`src/rtl/keypad_if.sv`:
```
// Key report handshake between the keypad scanner and its consumer.
interface keypad_if;
  logic [3:0] key_code;
  logic       key_valid;
  logic       key_ack;
  logic       key_down;
  logic       overrun;

  modport master (output key_code, output key_valid, output key_down, output overrun,
                  input  key_ack);
  modport slave  (input  key_code, input  key_valid, input  key_down, input  overrun,
                  output key_ack);
endinterface

```
`src/rtl/keypad_scanner.sv`:
```
// 4x4 matrix keypad scanner: row-multiplexed sampling, frame debounce, one report per press.
//   state      | meaning
//   S_IDLE     | no key accepted, waiting for a single-key frame
//   S_DEBOUNCE | candidate key seen, counting identical frames
//   S_HELD     | key accepted and still pressed
//   S_RELEASE  | key absent, counting empty frames before rearming
module keypad_scanner #(
  parameter int SCAN_DIV       = 25000,
  parameter int DEBOUNCE_SCANS = 4
) (
  input  logic       clk,
  input  logic       rst,
  input  logic [3:0] col_n,
  output logic [3:0] row_n,
  keypad_if.master   kp
);

  localparam int               DIV_W    = (SCAN_DIV > 1) ? $clog2(SCAN_DIV) : 1;
  localparam logic [DIV_W-1:0] DIV_LAST = DIV_W'(SCAN_DIV - 1);
  localparam logic [3:0]       DB_N     = 4'(DEBOUNCE_SCANS);

  typedef enum logic [1:0] {S_IDLE, S_DEBOUNCE, S_HELD, S_RELEASE} state_t;

  logic [3:0]       col_s1, col_s2;
  logic [DIV_W-1:0] div;
  logic [1:0]       row_idx;
  logic [15:0]      snapshot;
  logic             eval;
  logic             tick;

  state_t           state;
  logic [3:0]       cand;
  logic [3:0]       cnt;
  logic [3:0]       cnt_inc;
  logic [4:0]       hits;
  logic [3:0]       code_c;
  logic             single;
  logic             none;
  logic             accept;

  assign tick    = (div == DIV_LAST);
  assign cnt_inc = cnt + 4'd1;

  always_ff @(posedge clk or negedge rst) begin
    if (!rst) begin
      col_s1   <= 4'hF;
      col_s2   <= 4'hF;
      div      <= '0;
      row_idx  <= 2'd0;
      row_n    <= 4'b1110;
      snapshot <= 16'h0000;
      eval     <= 1'b0;
    end else begin
      col_s1 <= col_n;
      col_s2 <= col_s1;
      eval   <= tick && (row_idx == 2'd3);
      if (tick) begin
        div                            <= '0;
        snapshot[{row_idx, 2'b00} +: 4] <= ~col_s2;
        row_idx                        <= row_idx + 2'd1;
        row_n                          <= {row_n[2:0], row_n[3]};
      end else begin
        div <= div + DIV_W'(1);
      end
    end
  end

  // Any frame with more than one closed switch is ambiguous and reads as no key.
  always_comb begin
    hits   = 5'd0;
    code_c = 4'd0;
    for (int i = 0; i < 16; i++) begin
      if (snapshot[i]) begin
        hits   = hits + 5'd1;
        code_c = 4'(i);
      end
    end
    single = eval && (hits == 5'd1);
    none   = eval && (hits != 5'd1);
    accept = single && (((state == S_IDLE) && (DB_N == 4'd1)) ||
                        ((state == S_DEBOUNCE) && (code_c == cand) && (cnt_inc == DB_N)));
  end

  always_ff @(posedge clk or negedge rst) begin
    if (!rst) begin
      state        <= S_IDLE;
      cand         <= 4'd0;
      cnt          <= 4'd0;
      kp.key_code  <= 4'd0;
      kp.key_valid <= 1'b0;
      kp.key_down  <= 1'b0;
      kp.overrun   <= 1'b0;
    end else begin
      if (eval) begin
        case (state)
          S_IDLE: begin
            if (single) begin
              cand <= code_c;
              cnt  <= 4'd1;
              if (DB_N == 4'd1) begin
                state       <= S_HELD;
                kp.key_down <= 1'b1;
              end else begin
                state <= S_DEBOUNCE;
              end
            end
          end
          S_DEBOUNCE: begin
            if (none) begin
              state <= S_IDLE;
            end else if (code_c != cand) begin
              cand <= code_c;
              cnt  <= 4'd1;
            end else if (cnt_inc == DB_N) begin
              state       <= S_HELD;
              kp.key_down <= 1'b1;
            end else begin
              cnt <= cnt_inc;
            end
          end
          S_HELD: begin
            if (none) begin
              cnt <= 4'd1;
              if (DB_N == 4'd1) begin
                state       <= S_IDLE;
                kp.key_down <= 1'b0;
              end else begin
                state <= S_RELEASE;
              end
            end
          end
          default: begin
            if (single) begin
              state <= S_HELD;
            end else if (cnt_inc == DB_N) begin
              state       <= S_IDLE;
              kp.key_down <= 1'b0;
            end else begin
              cnt <= cnt_inc;
            end
          end
        endcase
      end

      // An ack landing on the acceptance cycle consumes the old report, not the new one.
      if (accept) begin
        kp.key_code  <= code_c;
        kp.key_valid <= 1'b1;
        if (kp.key_ack)
          kp.overrun <= 1'b0;
        else if (kp.key_valid)
          kp.overrun <= 1'b1;
      end else if (kp.key_ack && kp.key_valid) begin
        kp.key_valid <= 1'b0;
        kp.overrun   <= 1'b0;
      end
    end
  end

endmodule

```
`src/flat_wrapper.sv`:
```
// flat-port wrapper written by rule: the top's interface ports become plain ports
module keypad_scanner_flat 
#(
  parameter int SCAN_DIV       = 25000,
  parameter int DEBOUNCE_SCANS = 4
)
  (clk, rst, col_n, row_n, kp_key_code, kp_key_valid, kp_key_down, kp_overrun, kp_key_ack);
  keypad_if kp_i ();
  input  logic clk;
  input  logic rst;
  input  logic [3:0] col_n;
  output logic [3:0] row_n;
  output wire logic [$bits(kp_i.key_code)-1:0] kp_key_code;
  output wire logic [$bits(kp_i.key_valid)-1:0] kp_key_valid;
  output wire logic [$bits(kp_i.key_down)-1:0] kp_key_down;
  output wire logic [$bits(kp_i.overrun)-1:0] kp_overrun;
  input wire logic [$bits(kp_i.key_ack)-1:0] kp_key_ack;
  assign kp_key_code = kp_i.key_code;
  assign kp_key_valid = kp_i.key_valid;
  assign kp_key_down = kp_i.key_down;
  assign kp_overrun = kp_i.overrun;
  assign kp_i.key_ack = kp_key_ack;
  keypad_scanner #(.SCAN_DIV(SCAN_DIV), .DEBOUNCE_SCANS(DEBOUNCE_SCANS)) u_core (.clk(clk), .rst(rst), .col_n(col_n), .row_n(row_n), .kp(kp_i));
endmodule
```
`config.mk`:
```
export PLATFORM = sky130hd
export DESIGN_NAME = keypad_scanner_flat
export DESIGN_NICKNAME = d
export VERILOG_FILES = /design/src/rtl/keypad_if.sv /design/src/rtl/keypad_scanner.sv /design/src/flat_wrapper.sv
export SDC_FILE = /design/constraint.sdc
export NUM_CORES = 1
export LEC_CHECK = 0
export BUFFER_PORTS_ARGS = -buffer_cell sky130_fd_sc_hd__buf_4
export CORE_MARGIN = 3
export CORE_UTILIZATION = 63
export DETAILED_ROUTE_END_ITERATION = 6
export PLACE_DENSITY = 0.81
export SYNTH_ARGS = -nofsm -noshare
export SYNTH_HDL_FRONTEND = slang
export SYNTH_SLANG_ARGS = --single-unit
export TNS_END_PERCENT = 50
```
`constraint.sdc`:
```
create_clock -name clk -period 14.4 [get_ports clk]
set_input_delay 0.72 -clock clk [delete_from_list [all_inputs] [get_ports clk]]
set_output_delay 0.72 -clock clk [all_outputs]
set_load 0.05 [all_outputs]
```
-- Word-level counts from Yosys, hierarchy flattened
Index checks and enable logic that the tools add are counted.
- flip-flop bits (word level): 63
- input port bits: 7
- output and inout bits: 11
- word-level logic and storage cells: 136
- add/subtract/negate cells: 19
- equality and inequality tests: 19
- shift operators: 2
- multiplexer cells: 63
- bitwise gates (word level): 2
- reductions and logical operators: 17
- operator list (operator ; number):
    $mux 5 ; 15
    $add 5x1->5 const B ; 14
    $mux 4 ; 17
    $mux 2 ; 9
    $bwmux 16 ; 1
    $shift 4x6->16 const A ; 1
    $shiftx 4x6->16 ; 1
    $add 15x1->15 const B ; 1
    $eq 15x15->1 const B ; 1
    $mux 15 ; 1
    $mux 1 ; 12
    $mux 3 ; 4
    $pmux 4 s3 ; 1
    $reduce_and 6->1 ; 2
    $reduce_and 5->1 ; 2
    $ne 3x2->1 const B ; 3
    $ne 2x2->1 const B ; 4
    $pmux 4 s2 ; 1
    $logic_and 1x1->1 ; 7
    $neg 4->6 ; 1
    $pmux 2 s3 ; 1
    $eq 5x1->1 const B ; 1
    $ne 5x1->1 const B ; 1
    $add 4x1->4 const B ; 1
    other kinds (17) ; 20

-- Depth between registers and ports, before layout
Gate-level depths: netlist (run 1).
- word-level depth: 36
- gate-level depth with buffers: 54
- gate-level depth less buffers: 53

-- Worst setup path after synthesis (run 1)
No wires, ideal clock.
- path kind: register to register
- start point: reg u_core.snapshot[0]
- end point: reg u_core.cand[1]
- arrival time: 9.995 ns
- data required time: 14.275 ns
- setup slack: 4.280 ns
- cell stages (with the launch flop): 55
- path buffers: 1
- cells stage by stage: dfrtp_1 > inv_1 > ha_1 > xnor2_1 > inv_1 > ha_1 > nand2_1 > o31ai_1 > ha_1 > mux2_2 > ha_1 > nand2_1 > o41a_1 > nand2b_1 > ha_1 > nand2b_1 > o31ai_1 > inv_1 > [19 not listed] > o21ai_0 > ha_1 > a21oi_1 > a21oi_1 > ha_1 > mux2_2 > ha_1 > nand2_1 > xnor2_1 > xnor2_1 > or2_2 > nor4_1 > mux2_2 > nor2_1 > or3b_1 > buf_2 > a21o_1 > mux2_4
- word-level cells in the longest chain between the ends: 35
- ends and longest elaborated chain (item ; line ; text):
    from (decl) ; keypad_scanner.sv:27 ; logic [15:0] snapshot;
    from (signal, indexed assignment) ; keypad_scanner.sv:59 ; snapshot[{row_idx, 2'b00} +: 4] <= ~col_s2;
    $mux 1 (*) ; keypad_scanner.sv:73 ; if (snapshot[i]) begin
    $add 1x1->2 ; keypad_scanner.sv:74 ; hits = hits + 5'd1;
    $mux 5 (*) ; keypad_scanner.sv:73 ;
    $add 5x1->5 ; keypad_scanner.sv:74 ;
    $mux 5 (*) ; keypad_scanner.sv:73 ;
    $add 5x1->5 ; keypad_scanner.sv:74 ;
    $mux 5 (*) ; keypad_scanner.sv:73 ;
    $add 5x1->5 ; keypad_scanner.sv:74 ;
    [19 not listed] ; -- ;
    $add 5x1->5 ; keypad_scanner.sv:74 ;
    $mux 5 (*) ; keypad_scanner.sv:73 ;
    $add 5x1->5 ; keypad_scanner.sv:74 ;
    $mux 5 (*) ; keypad_scanner.sv:73 ;
    $eq 5x1->1 or $ne 5x1->1 (tied branches) ; keypad_scanner.sv:78, keypad_scanner.sv:79 ;
    $logic_and 1x1->1, on equally long branches ; keypad_scanner.sv:78, keypad_scanner.sv:79 ;
    $ne 2x1->1 (no source line) or $ne 2x2->1 (tied branches) ; -- ;
    $reduce_and 5->1 (no source line) (*) ; -- ;
    to (signal assigned) ; keypad_scanner.sv:98 ; cand <= code_c;
    to (signal assigned) ; keypad_scanner.sv:112 ; cand <= code_c;
    to (decl) ; keypad_scanner.sv:32 ; logic [3:0] cand;
Mark *: on every way between the ends. The rest lies on a longest branch, timed or not.
A chain may end at the register's enable or synchronous reset.

-- Final worst setup path (run 1)
- start point: reg u_core.snapshot[0]
- end point: reg u_core.cand[2]
Same word-level chain as after synthesis.

==> results of run 1 <==
==> cells in the final DEF (no fill, tap or decap), types with 6 or more instances in the layout <==
cell      instances
nand2_1          56
dfrtp_1          52
nor2_1           39
xnor2_1          30
ha_1             22
inv_1            20
xor2_1           19
o31ai_1          18
a21oi_1          18
buf_4            18
nand3_1          17
o21ai_0          16
mux2_2           12
dfstp_2          11
nand2b_1          9
nor3_1            9
clkbuf_8          9
or3_1             6
mux2i_1           6
a211oi_1          6
==> state kept, by name (all words and copies together) (netlist names) <==
signal               cells
u_core.cand              4
u_core.eval              1
u_core.state             2
u_core.cnt               4
u_core.kp.key_down       1
u_core.row_idx           2
u_core.div              15
u_core.col_s2            4
u_core.row_n             4
u_core.col_s1            4
u_core.kp.key_code       4
u_core.kp.overrun        1
u_core.kp.key_valid      1
u_core.snapshot         16
==> cells by family after synthesis <==
group,after synthesis,share of synthesized area [%]
and+or+nand+nor,180,20.1
AOI/OAI and AO/OA,97,14.7
DFF,63,35.3
xor gates and xnor gates,60,14.9
buffers and inverters,39,3.44
muxes,22,5.58
adders and majority gates,22,6.11
==> layer usage <==
| layer | routed length (um) | track usage, % | vias to the layer above |
|---|---|---|---|
| met5 | 0 | 0 | - |
| met4 | 117 | 7.65 | 0 |
| met3 | 211 | 2.58 | 10 |
| met2 | 4130 | 37.0 | 42 |
| met1 | 3850 | 28.3 | 1652 |
| li1 | - | - | 1748 |
==> power by group <==
group | total (mW) | internal [mW] | switching [mW]
Clock | 0.156 | 0.0819 | 0.0746
Combinational | 0.00439 | 0.00101 | 0.00337
Sequential | 0.180 | 0.179 | 0.000997
==> worst max-delay path, delay by kind of cell, from the launching register on <==
kind            cells  cell delay [ns]
fa+ha+maj          14             4.09
mux                 5             1.12
buf+inv             6             0.49
simple gates       13             2.07
xor+xnor            3             0.65
flops               1             0.37
compound gates     12             2.37
==> area by class of cell <==
cell class              instances  area share, %
multi-input cells             381           56.5
flip-flops and latches         63           32.5
repair buffers                 18           2.76
clock buffers                   9           2.53
well taps                      96           2.45
inverters                      21           1.66
clock inverters                 7           1.64
==> per-stage QoR <==
stage	setup slack (ns)	utilization, %
after floorplan	4.28	-
after global routing	2.16	71.3
final	3.11	71.3
after detailed placement	3.17	68.3
after CTS	3.14	71.3
after global placement	3.58	68.3
==> path summary, 6_finish.rpt <==
kind,start,endpoint,slack (ns)
max,u_core.snapshot[0],u_core.cand[2],3.11
min,u_core.col_s1[2],u_core.col_s2[2],0.35
max reg2reg,u_core.snapshot[0],u_core.cand[2],3.11
min reg2reg,u_core.col_s1[2],u_core.col_s2[2],0.35
max in group asynchronous,rst,u_core.div[2],13.46
min in group asynchronous,rst,u_core.state[0],0.44
==> qor.yml, run 1 <==
outcome:
  status: "completed"
worst_setup_path:
  crit_slowest_cell: "or3b_1"
  path_common_cell: "ha_1"
  setup.worst_path.start_class: "register"
  cp.arrival_ns: 11.52
  path_class: "register to register"
  worstPathRequired_ns: 14.63
  critPathMaxFanout: 8
  crit_path_end_kind: "register"
  slowest_delay_ns: 0.52
  reg2reg_depth: 53
clocking:
  ctsHoldBuffers: 0
  ctsRootBufferMaster: "clkbuf_8"
  htree_levels: 3
  clock-sinks: 63
  cts_setup_buffers: 0
  clockBufferDepth: 2
  cts.repair.resized: 0
  cts_made_buffers: 9
  path_clk_slew_ns: 0.08
  clock_latency_ns: 0.35
  tritoncts: "yes"
floorplanning:
  initial_core_util_pct: 65.6
  io_pins: 18
  core_area_um2: 6870
  row_count: 30
  die_area_um2: 8200
  die_x_um: 90.6
  die_h_um: 90.6
detailed_routing:
  first_iter_violations: 142
  ant_nets: 0
  drc: 0
  avgRoutedWirePerCell_um: 14.0
  wl_mm: 8.31
  drt_first_pass_iters: 4
  vias_per_cell: 5.80
  vias: 3452
logic_synthesis:
  synth_seq_cells: 63
  synth_edf_count: 0
  synth_nets: 512
  yosys-top-cells-area: "dfrtp_1 29%, dfstp_2 6.4%, ha_1 6.1%"
  synthDominantCellAreaShare_pct: 28.9
  synth-main-ff-cell: "dfrtp_1"
  synth.most_common_cell: "nand2_1"
  synth_area_um2: 4510
  synth_top_cell_by_area: "dfrtp_1"
  yosysSeqAreaShare_pct: 35.3
  syn_inst: 483
  synth_cell_types: 77
  avgSynthCellArea_um2: 9.33
  yosys-top-cells-count: "56 x nand2_1, 52 x dfrtp_1, 39 x nor2_1"
  ys_warn_count: 0
  ys_async_sr_fraction_pct: 100
global_routing:
  grt_max_degree: 64
  grt_pass1_wl_mm: 14.9
  grt_pass1_vias: 3347
  track_usage_pct: 21.6
  antenna_found_initial: 0
  overflow: 0
placed_design:
  portBuffers: 17
  placedCellCount: 579
  dpl_cell_area_um2: 4690
  hpwl_mm: 6.25
  place.gp.congestion: 0.802
final_layout:
  area_growth_pct: 8.69
  drive_gt1_share_pct: 16.0
  finalInstanceArea_um2: 4900
  nFillCells: 518
  regArea_um2: 1590
  stdcell_count: 595
  layout.nets: 523
  multiInputGateArea_um2: 2770
  num_antenna_cells: 0
timing:
  layout_min_cycle_time_ns: 11.29
  timing.hold.ws_ns: 0.345
  fin_skew_ns: 0.00948
  rsz0062_at_grt: "no"
  min_period_over_period_pct: 78.4
  worst_pin_slew_ns: 0.751
  finalHoldViolCount: 0
  setup_viol: 0
  slew_headroom_pct: 49.9
  drv_slew: 0
  fmax_mhz: 88.6
  fin_setup_tns_ns: 0
min_path:
  hp-class: "register to register"
  hold_depth: 0
flow_run:
  maxCapViolCount: 0
power_and_ir_drop:
  leakage_nw: 2.19
  finalPower_mw: 0.341
  p_per_area_nw_per_um2: 69.6
  ir_worst_vdd_v: 0.0000791
No activity file was read; power rests on OpenSTA's default activity.
==> inputs of run 2 (changes only) <==
--- a/config.mk
+++ b/config.mk
@@ -7,9 +7,9 @@
 export LEC_CHECK = 0
 export BUFFER_PORTS_ARGS = -buffer_cell sky130_fd_sc_hd__buf_4
 export CORE_MARGIN = 3
-export CORE_UTILIZATION = 63
+export CORE_UTILIZATION = 57
 export DETAILED_ROUTE_END_ITERATION = 6
-export PLACE_DENSITY = 0.81
+export PLACE_DENSITY = 0.77
 export SYNTH_ARGS = -nofsm -noshare
 export SYNTH_HDL_FRONTEND = slang
 export SYNTH_SLANG_ARGS = --single-unit
==> constraint.sdc (replaced) <==
create_clock -name clk -period 9.2 [get_ports clk]
set_input_delay 0.46 -clock clk [delete_from_list [all_inputs] [get_ports clk]]
set_output_delay 0.46 -clock clk [all_outputs]
set_load 0.05 [all_outputs]
==> run 2 against run 1 <==
  * The run now ends with negative setup slack left
  * Wire length up 29%
  * Core utilization up 7.0 points
  * Sequential share of layout area down 5.2 points
  * Final cell count up 11%
  * Clock skew down 0.0029 ns
  * Critical path type unchanged
  * Design area up 19%
  * Hold slack worse by 0.15 ns
  * Die area up 9.8%
  * Via count up 10%
==> qor.yml, run 2 (synthesized netlist as in run 1, its figures left out) <==
floorplanning:
  row_count: 31  # +3.3%
  die_h_um: 94.9  # +4.8%
  die_x_um: 94.9  # +4.8%
  io_pins: 18  # unchanged
  initial_core_util_pct: 60.5  # -5.1 points
  die_area_um2: 9010  # +9.8%
  core_area_um2: 7450  # +8.4%
detailed_routing:
  avgRoutedWirePerCell_um: 16.2  # +16%
  vias: 3801  # +10%
  ant_nets: 0  # unchanged
  vias_per_cell: 5.74  # -1.0%
  first_iter_violations: 157  # +11%
  drt_first_pass_iters: 4  # unchanged
  drc: 0  # unchanged
  wl_mm: 10.7  # +29%
final_layout:
  mostFrequentLayoutCells: "82 x buf_4, 52 x dfrtp_1, 50 x nand2_1"
  multiInputGateArea_um2: 3190  # +15%
  mostFrequentLayoutCell: "buf_4"
  finalInstanceArea_um2: 5830  # +19%
  layout.nets: 587  # +12%
  regArea_um2: 1590  # unchanged
  stdcell_count: 662  # +11%
  reg_top3: "u_core.snapshot: 16 flops, u_core.div: 15 flops"
  regMostFlops: "u_core.snapshot"
  drive_gt1_share_pct: 35.0  # +19 points
  largest_register_ffs: 16  # unchanged
  area_growth_pct: 29.4
  num_antenna_cells: 0  # unchanged
  nFillCells: 517  # -0.19%
timing:
  min_period_over_period_pct: 102  # +24 points
  setup_viol: 13  # +13
  finalHoldViolCount: 0  # unchanged
  fin_setup_tns_ns: -1.26  # -1.26 ns
  finalWorstSetupSlack_ns: -0.189  # -3.30 ns
  worst_pin_slew_ns: 0.763  # +0.0116 ns
  fmax_mhz: 107  # +20%
  drv_slew: 0  # unchanged
  layout_min_cycle_time_ns: 9.39  # -1.90 ns
  rsz0062_at_grt: "yes"
  fin_skew_ns: 0.00660  # -0.00288 ns
  slew_headroom_pct: 49.1  # -0.78 points
worst_setup_path:
  path_common_cell: "ha_4"
  cp.arrival_ns: 9.62  # -1.90 ns
  crit_path_end_kind: "register"
  slowest_delay_ns: 0.39  # -0.13 ns
  critPathMaxFanout: 4  # -4
  crit_slowest_cell: "dfrtp_1"
  reg2reg_depth: 53  # unchanged
  rr_endpoint: "u_core.cand[2]"
  r2r-start: "u_core.snapshot[0]"
  path_class: "register to register"
  r2r_slack_ns: -0.19  # -3.30 ns
  worstPathRequired_ns: 9.43  # -5.20 ns
  setup.worst_path.start_class: "register"
outcome:
  status: "complete, but fails checks"
  violations: "negative setup slack"
clocking:
  clock_latency_ns: 0.34  # about the same
  clock-sinks: 63  # unchanged
  cts_made_buffers: 9  # unchanged
  clockBufferDepth: 2  # unchanged
  htree_levels: 3  # unchanged
  ctsRootBufferMaster: "clkbuf_8"
  path_clk_slew_ns: 0.07  # about the same
  tritoncts: "yes"
power_and_ir_drop:
  p_per_area_nw_per_um2: 96.4  # +39%
  ir_worst_vdd_v: 0.000177  # +120%
  leakage_nw: 2.59  # +18%
global_routing:
  antenna_found_initial: 0  # unchanged
  grt_pass1_vias: 3689  # +10%
  overflow: 0  # unchanged
  track_usage_pct: 23.7  # +2.0 points
  grt_pass1_wl_mm: 17.0  # +14%
  grt_max_degree: 64  # unchanged
flow_run:
  maxCapViolCount: 0  # unchanged
placed_design:
  dpl_cell_area_um2: 5100  # +8.7%
  dp_slack_ns: -0.224  # -3.39 ns
  placedCellCount: 613  # +5.9%
  place.gp.congestion: 0.946  # +18%
  portBuffers: 17  # unchanged
  hpwl_mm: 7.04  # +13%
min_path:
  hp-class: "input port to asynchronous set/reset pin"
-- run 2: changes by cell type in the layout (fill, tap and decap cells not counted), sizes merged --
cell,before,now
clkinv,1,2
buf,18,82
bufinv,1,2
inv,24,23
clkinvlp,2,1
-- run 2: power by group --
part	switching [mW]	internal, mW
clock network	0.117	0.156
registers	0.00154	0.280
logic	0.00537	0.00158
-- run 2: worst max-delay path by stage --
stage | slack, ns | from | endpoint | depth (start not counted)
floorplan | 0.009 | u_core.snapshot[1] | u_core.cand[1] | 54
global placement | 0.08 | u_core.snapshot[1] | u_core.cand[1] | 53
detailed placement | -0.22 | u_core.snapshot[0] | u_core.cand[3] | 53
CTS | 0.005 | u_core.snapshot[0] | u_core.cand[2] | 53
global route | -0.53 | u_core.snapshot[0] | u_core.cand[2] | 53
finish | -0.19 | u_core.snapshot[0] | u_core.cand[2] | 53
-- run 2: area by class of cell --
type / count / area share, %
multi-input combinational: 381 / 54.7
sequential: 63 / 27.3
timing repair buffer: 82 / 10.6
clock buffer: 9 / 2.13
tap: 99 / 2.13
clock inverter: 7 / 1.80
inverter: 21 / 1.40
-- run 2: what timing repair did --
action / 4_1_cts / 5_1_grt
hold buffers: 0 / 0
setup buffers: 19 / 14
hold endpoints to repair: 0 / 0
setup endpoints to repair: 15 / 17
resized for setup: 17 / 30
pin swaps: 13 / 18
-- run 2: worst max-delay path: cells and delay by family, from the launching register on --
family                     cells  cell delay [ns]
adders and majority gates     14             3.66
xor gates and xnor gates       3             0.35
DFF                            1             0.39
and+or+nand+nor               13             1.80
buffers and inverters          6             0.38
muxes                          5             1.25
AOI/OAI and AO/OA             12             1.45
-- run 2: metrics by stage --
stage	hold WS, ns	utilization, %	power (mW)
3_3_place_gp	0.346	68.5	0.294
2_1_floorplan	0.164	-	0.286
3_5_place_dp	0.348	68.5	0.294
5_1_grt	0.203	78.3	0.581
4_1_cts	0.210	74.7	0.567
6_report	0.194	78.3	0.562
-- run 2: per-layer routing --
layer  wire, um  GRT usage, %  vias to the layer above
met5          0             0                        -
met4        221          5.05                        0
met3        341          3.35                       19
met2       5710          42.6                       59
met1       4460          30.1                     1852
li1           -             -                     1871
==> inputs of run 3 (changes only) <==
--- a/config.mk
+++ b/config.mk
@@ -7,9 +7,9 @@
 export LEC_CHECK = 0
 export BUFFER_PORTS_ARGS = -buffer_cell sky130_fd_sc_hd__buf_4
 export CORE_MARGIN = 3
-export CORE_UTILIZATION = 57
+export CORE_UTILIZATION = 63
 export DETAILED_ROUTE_END_ITERATION = 6
-export PLACE_DENSITY = 0.77
+export PLACE_DENSITY = 0.81
 export SYNTH_ARGS = -nofsm -noshare
 export SYNTH_HDL_FRONTEND = slang
 export SYNTH_SLANG_ARGS = --single-unit
==> constraint.sdc (replaced) <==
create_clock -name clk -period 10 [get_ports clk]
set_input_delay 0.5 -clock clk [delete_from_list [all_inputs] [get_ports clk]]
set_output_delay 0.5 -clock clk [all_outputs]
set_load 0.05 [all_outputs]
==> run 3 against run 2 <==
  * The run now ends clean
  * Core utilization shrank 1.4 points
  * Combinational power shrank 9.8%
  * Via count shrank 6.0%
  * Largest power group unchanged
  * Count of clock-buffer cells in the layout grew 2
  * Clock power shrank 9.5%
  * Design area shrank 9.4%
  * Clock skew grew 0.00083 ns
  * Die area shrank 8.9%
  * Global-route usage shrank 1.4 points
==> qor.yml, run 3 (synthesized netlist as in run 1, its figures left out) <==
outcome:
  status: "completed"
final_layout:
  largest_register_ffs: 16  # unchanged
  area_growth_pct: 17.2
  multiInputGateArea_um2: 2950  # -7.5%
  num_antenna_cells: 0  # unchanged
  mostFrequentLayoutCells: "52 x nand2_1, 52 x dfrtp_1, 41 x buf_4"
  regArea_um2: 1590  # unchanged
  layout.nets: 546  # -7.0%
  drive_gt1_share_pct: 26.4  # -8.6 points
  reg_top3: "u_core.snapshot: 16 flops, u_core.div: 15 flops"
  regMostFlops: "u_core.snapshot"
  nFillCells: 472  # -8.7%
timing:
  fin_skew_ns: 0.00743  # +0.000832 ns
  setup_viol: 0  # -13
  finalWorstSetupSlack_ns: 0.274  # +0.463 ns
  timing.hold.ws_ns: 0.235  # +0.0412 ns
  slew_headroom_pct: 51.1  # +1.9 points
  worst_pin_slew_ns: 0.734  # -0.0290 ns
  layout_min_cycle_time_ns: 9.73  # +0.337 ns
  fmax_mhz: 103  # -3.5%
  min_period_over_period_pct: 97.3  # -4.8 points
  finalHoldViolCount: 0  # unchanged
  drv_slew: 0  # unchanged
worst_setup_path:
  crit_path_end_kind: "register"
  path_class: "register to register"
  setup.worst_path.start_class: "register"
  crit_slowest_cell: "or3b_4"
  critPathMaxFanout: 6  # +2
  rr_endpoint: "u_core.cand[1]"
  worstPathRequired_ns: 10.21  # +0.78 ns
  cp.arrival_ns: 9.94  # +0.32 ns
  slowest_delay_ns: 0.42  # +0.03 ns
  r2r-start: "u_core.snapshot[0]"
  reg2reg_depth: 52  # -1.9%
  path_common_cell: "ha_1"
  r2r_slack_ns: 0.27  # +0.46 ns
floorplanning:
  row_count: 30  # -3.2%
  initial_core_util_pct: 65.6  # +5.1 points
  die_h_um: 90.6  # -4.6%
  die_x_um: 90.6  # -4.6%
  core_area_um2: 6870  # -7.8%
  die_area_um2: 8200  # -8.9%
  io_pins: 18  # unchanged
global_routing:
  overflow: 0  # unchanged
  track_usage_pct: 22.3  # -1.4 points
  grt_pass1_wl_mm: 15.5  # -8.8%
  grt_pass1_vias: 3533  # -4.2%
  grt_max_degree: 64  # unchanged
  antenna_found_initial: 0  # unchanged
clocking:
  htree_levels: 3  # unchanged
  ctsHoldBuffers: 0  # unchanged
  path_clk_slew_ns: 0.07  # about the same
  cts_made_buffers: 9  # unchanged
  tritoncts: "yes"
  clock-sinks: 63  # unchanged
  ctsRootBufferMaster: "clkbuf_8"
  clock_latency_ns: 0.33  # about the same
  clockBufferDepth: 2  # unchanged
placed_design:
  dp_slack_ns: -0.210  # +0.0137 ns
  place.gp.congestion: 0.826  # -13%
  portBuffers: 17  # unchanged
  hpwl_mm: 6.40  # -9.1%
detailed_routing:
  vias: 3574  # -6.0%
  drt_first_pass_iters: 4  # unchanged
  drc: 0  # unchanged
  wl_mm: 9.14  # -15%
  vias_per_cell: 5.78  # +0.72%
  first_iter_violations: 150  # -4.5%
  avgRoutedWirePerCell_um: 14.8  # -8.8%
  ant_nets: 0  # unchanged
power_and_ir_drop:
  leakage_nw: 2.33  # -10%
  finalPower_mw: 0.513  # -8.8%
  ir_worst_vdd_v: 0.000155  # -13%
  p_per_area_nw_per_um2: 97.1  # +0.69%
min_path:
  hp-class: "input port to asynchronous set/reset pin"
flow_run:
  maxCapViolCount: 0  # unchanged
run 3: changes by cell type in the layout (fill, tap and decap cells not counted), moves of 3 or more:
cell	previous run	this run
buf_4	82	41
mux2_2	5	11
mux2_4	10	4
ha_1	13	17
ha_4	9	5
nand2_4	3	0
nor2_1	34	37
o21ai_0	11	14
run 3: critical path: cells and delay by family (launching register included):
kind | cells | cell delay, ns
AND/OR/NAND/NOR | 15 | 2.17
AO/OA/AOI/OAI | 12 | 1.47
adder cells (fa/ha/maj) | 14 | 3.79
XOR/XNOR | 2 | 0.23
flip-flops | 1 | 0.40
multiplexers | 5 | 1.27
buffers and inverters | 4 | 0.28
run 3: final cells by class:
| cell class | count | area share [%] |
|---|---|---|
| Sequential cell | 63 | 30.1 |
| Clock buffer | 11 | 2.87 |
| Clock inverter | 5 | 1.52 |
| Multi-Input combinational cell | 381 | 55.9 |
| Timing Repair Buffer | 41 | 5.83 |
| Inverter | 21 | 1.54 |
| Tap cell | 96 | 2.27 |
run 3: how the worst max path moves through the flow:
stage	endpoint	startpoint	slack [ns]
final	u_core.cand[1]	u_core.snapshot[0]	0.27
after CTS	u_core.cand[1]	u_core.snapshot[0]	0.01
after global placement	u_core.cand[1]	u_core.snapshot[1]	0.09
after global routing	u_core.cand[1]	u_core.snapshot[0]	-0.23
after detailed placement	u_core.cand[3]	u_core.snapshot[1]	-0.21
after floorplan	u_core.cand[1]	u_core.snapshot[0]	0.03
run 3: timing repair:
item	in CTS	in global routing
setup buffers	4	7
resized for setup	6	33
endpoints found under the setup margin	12	17
endpoints found under the hold margin	0	0
pin swaps	0	11
run 3: layer usage:
layer  global-route usage (%)  part of all wire [%]
met1                     28.7                    45
met2                     38.9                    51
met3                     3.67                   2.4
met4                     6.12                   1.6
met5                        0                     0
run 3: through the flow:
| step | TNS, ns | instances | instance area [um^2] | util [%] |
|---|---|---|---|---|
| after global routing | -2.36 | 618 | 5280 | 76.9 |
| after detailed placement | -1.42 | 591 | 4790 | 69.7 |
| after global placement | 0 | 591 | 4790 | 69.7 |
| after floorplan | 0 | 483 | 4510 | - |
| final | 0 | 618 | 5280 | 76.9 |
| after CTS | 0 | 611 | 5080 | 73.9 |
run 3: where the power goes:
group	switching [mW]	internal, mW
clock	0.0936	0.153
combinational	0.00482	0.00146
sequential	0.00151	0.258
